`src/rtl/clk_div_gen.sv`:
```
// clk_div_gen: CH independent programmable clock dividers, each producing a
// registered divided clock, a one-cycle tick per period and a pending flag for
// a shadow ratio waiting to take effect. Ratio updates are applied only at a
// period boundary (or when the channel is idle or re-phased), so no runt
// pulses are produced.
//
// Optional build macro CLK_DIV_GEN_TICK_CNT_EN adds a per-channel tick_cnt
// output counting emitted ticks (modulo 2^CNT_W).
module clk_div_gen #(
    parameter int CH      = 2,
    parameter int CNT_W   = 16,
    parameter int DIV_RST = 2
) (
    input  logic                  clk,
    input  logic                  rst,
    input  logic                  run,
    input  logic                  sync,
    input  logic                  load,
    input  logic [CH*CNT_W-1:0]   div_i,
    output logic [CH-1:0]         clk_out,
    output logic [CH-1:0]         tick,
    output logic [CH-1:0]         pend
`ifdef CLK_DIV_GEN_TICK_CNT_EN
    ,
    output logic [CH*CNT_W-1:0]   tick_cnt
`endif
);

    localparam logic [CNT_W-1:0] DIV_RST_W = CNT_W'(DIV_RST);
    localparam logic [CNT_W-1:0] ONE_W     = CNT_W'(1);

    // Per-channel state
    logic [CNT_W-1:0] cnt_q [CH];
    logic [CNT_W-1:0] cnt_d [CH];
    logic [CNT_W-1:0] div_q [CH];
    logic [CNT_W-1:0] div_d [CH];
    logic [CNT_W-1:0] shd_q [CH];
    logic [CNT_W-1:0] shd_d [CH];
    logic [CH-1:0]    pend_q, pend_d;
    logic [CH-1:0]    clk_out_q, clk_out_d;
    logic [CH-1:0]    tick_q, tick_d;

    // Intermediate per-channel terms
    logic [CNT_W-1:0] eff_cnt  [CH];
    logic [CNT_W:0]   high_cnt [CH];
    logic [CH-1:0]    last_eff;
    logic [CH-1:0]    wrap;
    logic [CH-1:0]    apply;

    // Next-state: counting, output generation and shadow-ratio handling
    always_comb begin
        for (int k = 0; k < CH; k++) begin
            // NOTE: every variable gets a default before any branch so no
            // path leaves it unassigned and no latch is inferred.
            cnt_d[k]     = '0;
            clk_out_d[k] = 1'b0;
            tick_d[k]    = 1'b0;

            // sync restarts the period from count zero on every channel
            eff_cnt[k]  = sync ? '0 : cnt_q[k];
            // High time is ceil(D/2); one extra bit keeps D=max from overflowing
            high_cnt[k] = ({1'b0, div_q[k]} + (CNT_W+1)'(1)) >> 1;
            last_eff[k] = (eff_cnt[k] == div_q[k] - ONE_W);
            wrap[k]     = (cnt_q[k] == div_q[k] - ONE_W);

            if (run && (div_q[k] != '0)) begin
                if (div_q[k] == ONE_W) begin
                    // Divide-by-one: output follows run, counter parked at 0
                    clk_out_d[k] = 1'b1;
                    tick_d[k]    = 1'b1;
                end else begin
                    tick_d[k]    = (eff_cnt[k] == '0);
                    clk_out_d[k] = ({1'b0, eff_cnt[k]} < high_cnt[k]);
                    cnt_d[k]     = last_eff[k] ? '0 : eff_cnt[k] + ONE_W;
                end
            end

            // A pending ratio takes over only where a period boundary is clean
            apply[k]  = pend_q[k] && (!run || (div_q[k] == '0) || sync || wrap[k]);
            div_d[k]  = apply[k] ? shd_q[k] : div_q[k];
            pend_d[k] = pend_q[k] && !apply[k];
            shd_d[k]  = shd_q[k];

            // A fresh load always lands in the shadow and re-arms pend,
            // even on the edge that applies the previous shadow value
            if (load) begin
                shd_d[k]  = div_i[k*CNT_W +: CNT_W];
                pend_d[k] = 1'b1;
            end
        end
    end

    // State registers with asynchronous reset
    always_ff @(posedge clk or posedge rst) begin
        if (rst) begin
            // NOTE: the per-channel arrays are a handful of control flops,
            // not a RAM, so they are reset explicitly like any other state.
            for (int k = 0; k < CH; k++) begin
                cnt_q[k] <= '0;
                div_q[k] <= DIV_RST_W;
                shd_q[k] <= DIV_RST_W;
            end
            pend_q    <= '0;
            clk_out_q <= '0;
            tick_q    <= '0;
        end else begin
            // NOTE: non-blocking assignments so every flop samples the
            // pre-edge value of its inputs regardless of statement order.
            for (int k = 0; k < CH; k++) begin
                cnt_q[k] <= cnt_d[k];
                div_q[k] <= div_d[k];
                shd_q[k] <= shd_d[k];
            end
            pend_q    <= pend_d;
            clk_out_q <= clk_out_d;
            tick_q    <= tick_d;
        end
    end

    assign clk_out = clk_out_q;
    assign tick    = tick_q;
    assign pend    = pend_q;

`ifdef CLK_DIV_GEN_TICK_CNT_EN
    logic [CNT_W-1:0] tcnt_q [CH];
    logic [CNT_W-1:0] tcnt_d [CH];

    // Tick counter: sync restarts it (counting its own tick), run=0 holds it
    always_comb begin
        for (int k = 0; k < CH; k++) begin
            tcnt_d[k] = tcnt_q[k];
            if (sync) begin
                tcnt_d[k] = tick_d[k] ? ONE_W : '0;
            end else if (tick_d[k]) begin
                tcnt_d[k] = tcnt_q[k] + ONE_W;
            end
        end
    end

    // Tick counter registers
    always_ff @(posedge clk or posedge rst) begin
        if (rst) begin
            for (int k = 0; k < CH; k++) tcnt_q[k] <= '0;
        end else begin
            for (int k = 0; k < CH; k++) tcnt_q[k] <= tcnt_d[k];
        end
    end

    for (genvar g = 0; g < CH; g++) begin : g_tick_cnt
        assign tick_cnt[g*CNT_W +: CNT_W] = tcnt_q[g];
    end
`endif

endmodule

```
`config.mk`:
```
export PLATFORM = sky130hd
export DESIGN_NAME = clk_div_gen
export DESIGN_NICKNAME = d
export VERILOG_FILES = /design/src/rtl/clk_div_gen.sv
export SDC_FILE = /design/constraint.sdc
export NUM_CORES = 1
export LEC_CHECK = 0
export ABC_AREA = 0
export BUFFER_PORTS_ARGS = -buffer_cell sky130_fd_sc_hd__buf_2
export CAP_MARGIN = 20
export CORE_MARGIN = 1
export CORE_UTILIZATION = 45
export DETAILED_ROUTE_END_ITERATION = 8
export HOLD_SLACK_MARGIN = 0.02
export MAX_ROUTING_LAYER = met4
export SLEW_MARGIN = 20
export SYNTH_ARGS = -nofsm -noshare
export SYNTH_HDL_FRONTEND = slang
export SYNTH_SLANG_ARGS = --single-unit
```
`constraint.sdc`:
```
create_clock -name clk -period 7.1 [get_ports clk]
set_input_delay 1.42 -clock clk [delete_from_list [all_inputs] [get_ports clk]]
set_output_delay 1.42 -clock clk [all_outputs]
set_load 0.01 [all_outputs]
```
After elaboration in Yosys (flattened, before gate mapping)
Index checks and enable logic that the tools add are counted.

word-level totals
  word-level logic and storage cells = 62
  flip-flop bits (word level) = 102

operators by class
  equality and inequality tests = 6
  multiplexer cells = 18
  add/subtract/negate cells = 6
  $lt $le $gt $ge = 2
  reductions and logical operators = 21

operator list
  kind                   count
  $mux 16                8
  $eq 16x16->1           4
  $logic_not 16->1       4
  $add 16x1->17 const B  2
  $add 16x1->16 const B  2
  $eq 16x1->1 const B    2
  $lt 16x16->1           2
  $reduce_bool 16->1     2
  $sub 16x1->16 const B  2
  $mux 1                 10
  $logic_and 1x1->1      6
  $logic_or 1x1->1       6
  $logic_not 1->1        3

Longest topological paths before layout
  depth after elaboration = 8
  gate-level depth with buffers = 15
  gate-level depth less buffers = 14

Least setup slack after synthesis
No wires, ideal clock.

  kind = input-to-reg
  start = in sync
  end = reg cnt_q[14] (netlist bit)
  library setup time = 120 ps
  stages = 13
  buffers on the path = 3
  setup slack = 3471 ps
  data arrival time = 3509 ps
  cell sequence = buf_2 clkbuf_1 clkbuf_1 nand2b_1 inv_1 ha_1 and2_1 and4_1 and3_1 and4_1 nand2_1 xor2_1 nor2_1

RTL lines
  element                          line  text
  from (decl)                      17    input logic sync,
  to (signal, indexed assignment)  110   cnt_q[k] <= cnt_d[k];
  to (decl)                        33    logic [CNT_W-1:0] cnt_q [CH];

Worst setup path after layout
  start = reg div_q[16] (netlist bit)
  end = reg div_q[30] (netlist bit)

on the way
  cells in the longest elaborated chain, start to end = 5

ends and longest elaborated chain
  element                                                line  text
  from (decl)                                            35    logic [CNT_W-1:0] div_q [CH];
  from (signal, indexed assignment)                      111   div_q[k] <= div_d[k];
  branches (longest 3 deep; another with $sub 16x1->16)  --
  $logic_or 1x1->1 (*)                                   79    apply[k] = pend_q[k] && (!run || (div_q[k] == '0) || sync || wrap[k]);
  $logic_and 1x1->1 (*)                                  79

Every way passes the cells marked *.
A chain may end at the register's enable or synchronous reset.

==> results.md <==
* Final routed wirelength across all metal layers at between 20000 and 25000 um
* CTS Root Buffer Type: clkbuf_16
* Post-synth cell types at 73
* Most common cell in the synthesized netlist: dfrtp_1
* Classification of the worst-slack hold path: reg2reg
* Library cell contributing the largest single delay on the critical path: and4b_1
* CTS Buffer Depth at 2
* Antenna violations before repair at 0
* Initial Util at 46.09%
* Detailed Place HPWL at 15170 um
* Ys async rst share at between 90% and 100%
* YS warnings at 0
* Cell taking the most area after synthesis: dfrtp_1
* Number of instances in the synthesized netlist at about 930
* Die Width at ~140 um
* Area Overhead vs Synth at 6.235%
* Clock sink total at around 100
* Number of max-capacitance violations reported at 0
* Aggregate global-route resource usage at about a quarter
* Min Tclk post-route at ~4200 ps
* Number of buffers added by the clock tree synthesis step at 9
* Required time worst endpoint at 7320 ps
* Ratio of cells with drive above 1 in the final layout at about 15%
* Hold path startpoint: shd_q[7]
* Number of endpoints failing setup at the final stage at 0
* Outcome: completed
* DR iter-0 viols at ~460
* Unrepaired setup endpoints after global routing: no
* DRT Pass-1 Iters at 5
* Number of remaining DRC errors at 0
* # port buffers at 42
* Worst voltage drop across the vdd grid at 0.1396 mV
* Largest cells by area after synthesis: dfrtp_1 30%, xnor2_1 9.8%, ha_1 6.0%
* Worst clock skew at between 10 and 15 ps
* Largest stage delay, worst path at between 600 and 700 ps
* Total inserted antenna cells at 0
* Commonest cells in the netlist: 98 x dfrtp_1, 93 x xnor2_1, 75 x nand2_1, 68 x nor2_1, 56 x nand3_1
* Area share of the largest cell type after synthesis at 29.52%
* Kind of cell adding the most delay to the critical path: simple AND/OR/NAND/NOR gates
* Die boundary height at 137.9 um
* Slew @ Worst Pin at between 900 and 1000 ps
* Netlist Area Pre-Place at 0.008308 mm^2
* Yosys reg bits at 102
* Core Util, Final at ~49%
* Average detailed-routed wire length per instance at 17.72 um
* Average via count per standard cell at just under 6
* Worst setup timing slack at the placement stage at ~2800 ps
* Post-cts sizing count at 0
* Leak at between 3 and 4 nW
* Signal arrival time at the worst endpoint at roughly 4400 ps
* Fmax achieved at about 0.24 GHz
* Via count at around 6.7k
* Number of nets in the layout at 992
* Final Hold Vio Count at 0
* DRT antenna net count at 0
* Slew headroom at between 30% and 40%
* Maximum net fanout on the critical path at 18
* Fraction of the yosys area taken by sequential cells at 30.78%
* Post-route setup slack at around 2900 ps
* Largest net degree at the start of global routing at 82
* H-tree depth reported by CTS at 3
* Clock tree from TritonCTS: built
* Setup bufs post-CTS at 0
* Category of the worst setup path capture point: flip-flop
* First-pass GRT wire length at about 34000 um
* Global-route congestion overflow total at 0
* Total of hold buffers inserted after clock tree synthesis at 0
* Number of global-route vias before repair at between 6k and 7k
* Nets in the synthesized netlist at slightly above 1k
* CTS clk-pin slew, worst paths at approximately 80 ps
* Setup TNS at 0 ps
* Number of fill cells in the layout at approximately 1.8k
* Critical Path Start Type: flip-flop
* Count of standard-cell rows at 49
* Pins over their slew limit at 0
* Number of flops mapped to enable cells by yosys at 0
* Share of the clock period used by the worst path after layout at 58.64%
* Critical-path cell list: inv_1 > ha_1 > nor4b_2 > nand2_1 > xor2_1 > a221oi_1 > and4b_1 > and2_1 > o211ai_1
* Total power density per cell area at slightly above 200 mW/mm^2
* Global placement routability congestion at 0.9257
* Buffer and inverter count on the worst path at 1
* Top Ports at 43
* Crit Path Class: reg2reg
* Clock latency on the worst-skew pair at between 300 and 400 ps
* Die Area at roughly 0.019 mm^2
* Average cell area after synthesis at 8.905 um^2
* Launching element of the worst setup path: div_q[16]
* Placeable Area at about 0.018 mm^2
* Most common flop cell mapped by yosys: dfrtp_1
* Launch point of the worst reg-to-reg path: div_q[16]
-- registers in the layout (all words and copies together), names as in the netlist --
register  count
cnt_q        32
clk_out       2
pend          2
shd_q        32
tick          2
div_q        32
-- final timing paths --
path / endpoint / slack, ps / cells past startpoint
setup / recovery: div_q[30] / 2940 / 9
setup reg to reg: div_q[30] / 2940 / 9
max in group asynchronous: cnt_q[26] / 5070 / 3
hold reg to reg: div_q[7] / 510 / 1
min in group asynchronous: pend[0] / 1000 / 2
hold / removal: div_q[7] / 510 / 1
-- per-layer routing --
metal	up-vias	part of all wire [%]	wire length, um	track usage, %
li1	3265	-	-	-
met1	3222	53	10850	37.48
met2	152	41	8305	31.14
met3	18	4.3	884	2.266
met4	0	1.6	317	6.884
met5	-	0	0	-
-- kinds of logic after synthesis --
logic type | Yosys count | synth area share, %
buffers and inverters | 113 | 5.798
flip-flops | 102 | 30.78
multiplexers | 49 | 7.078
AO/OA/AOI/OAI | 134 | 11.22
AND/OR/NAND/NOR | 359 | 23.64
XOR/XNOR | 136 | 15.45
adder cells (fa/ha/maj) | 40 | 6.024
-- metrics by stage --
| stage | instance area (um^2) | cells | power (W) | hold WS [ps] |
|---|---|---|---|---|
| 6_report | 8826 | 1149 | 0.001831 | 507.9 |
| 5_1_grt | 8826 | 1149 | 0.001936 | 525.6 |
| 4_1_cts | 8822 | 1149 | 0.001842 | 512.3 |
| 3_5_place_dp | 8514 | 1133 | 0.001318 | 494.6 |
| 3_3_place_gp | 8514 | 1133 | 0.001310 | 484.0 |
| 2_1_floorplan | 8308 | 933 | 0.001192 | 475.0 |
-- worst register-to-register path, delay by kind of cell, from the launching register on --
kind | cells | cell delay, ps
AOI/OAI and AO/OA | 2 | 480
DFF | 1 | 520
and+or+nand+nor | 4 | 2200
buffers and inverters | 1 | 200
adders and majority gates | 1 | 400
xor gates and xnor gates | 1 | 210
-- report_power, final --
group | internal (W) | switching [W] | total (W)
combinational | 0.000251 | 0.000283 | 0.000534
sequential | 0.000641 | 0.000140 | 0.000780
clock | 0.000255 | 0.000262 | 0.000517
-- final cells by class --
| class | instances | area (um^2) | share of cell area [%] |
|---|---|---|---|
| clock buffers | 9 | 225.2 | 2.552 |
| clock inverters | 7 | 82.58 | 0.9356 |
| inverters | 36 | 137.6 | 1.559 |
| multi-input cells | 718 | 5278 | 59.80 |
| flip-flops and latches | 102 | 2557 | 28.98 |
| well taps | 229 | 286.5 | 3.246 |
| repair buffers | 48 | 259.0 | 2.935 |
-- layout by cell type (no fill, tap or decap), types with 5 or more instances in the layout --
cell type,instances
and2_1,5
nand4_1,16
mux2_2,38
clkbuf_16,9
buf_4,5
nand3_1,56
and3_1,12
ha_1,40
o21ai_0,14
inv_1,35
mux2_4,10
a31oi_1,20
a21o_1,8
dfrtp_1,98
buf_2,42
o22ai_1,18
a21oi_1,15
nor4_1,19
nand2_1,75
nor2_1,67
nor3_1,27
xor2_1,36
nand2b_1,8
o211ai_1,20
or4_1,6
nor2b_1,28
and4_1,6
nor4_4,5
xnor2_1,93
Note: power is estimated with default switching activity, not from simulation.
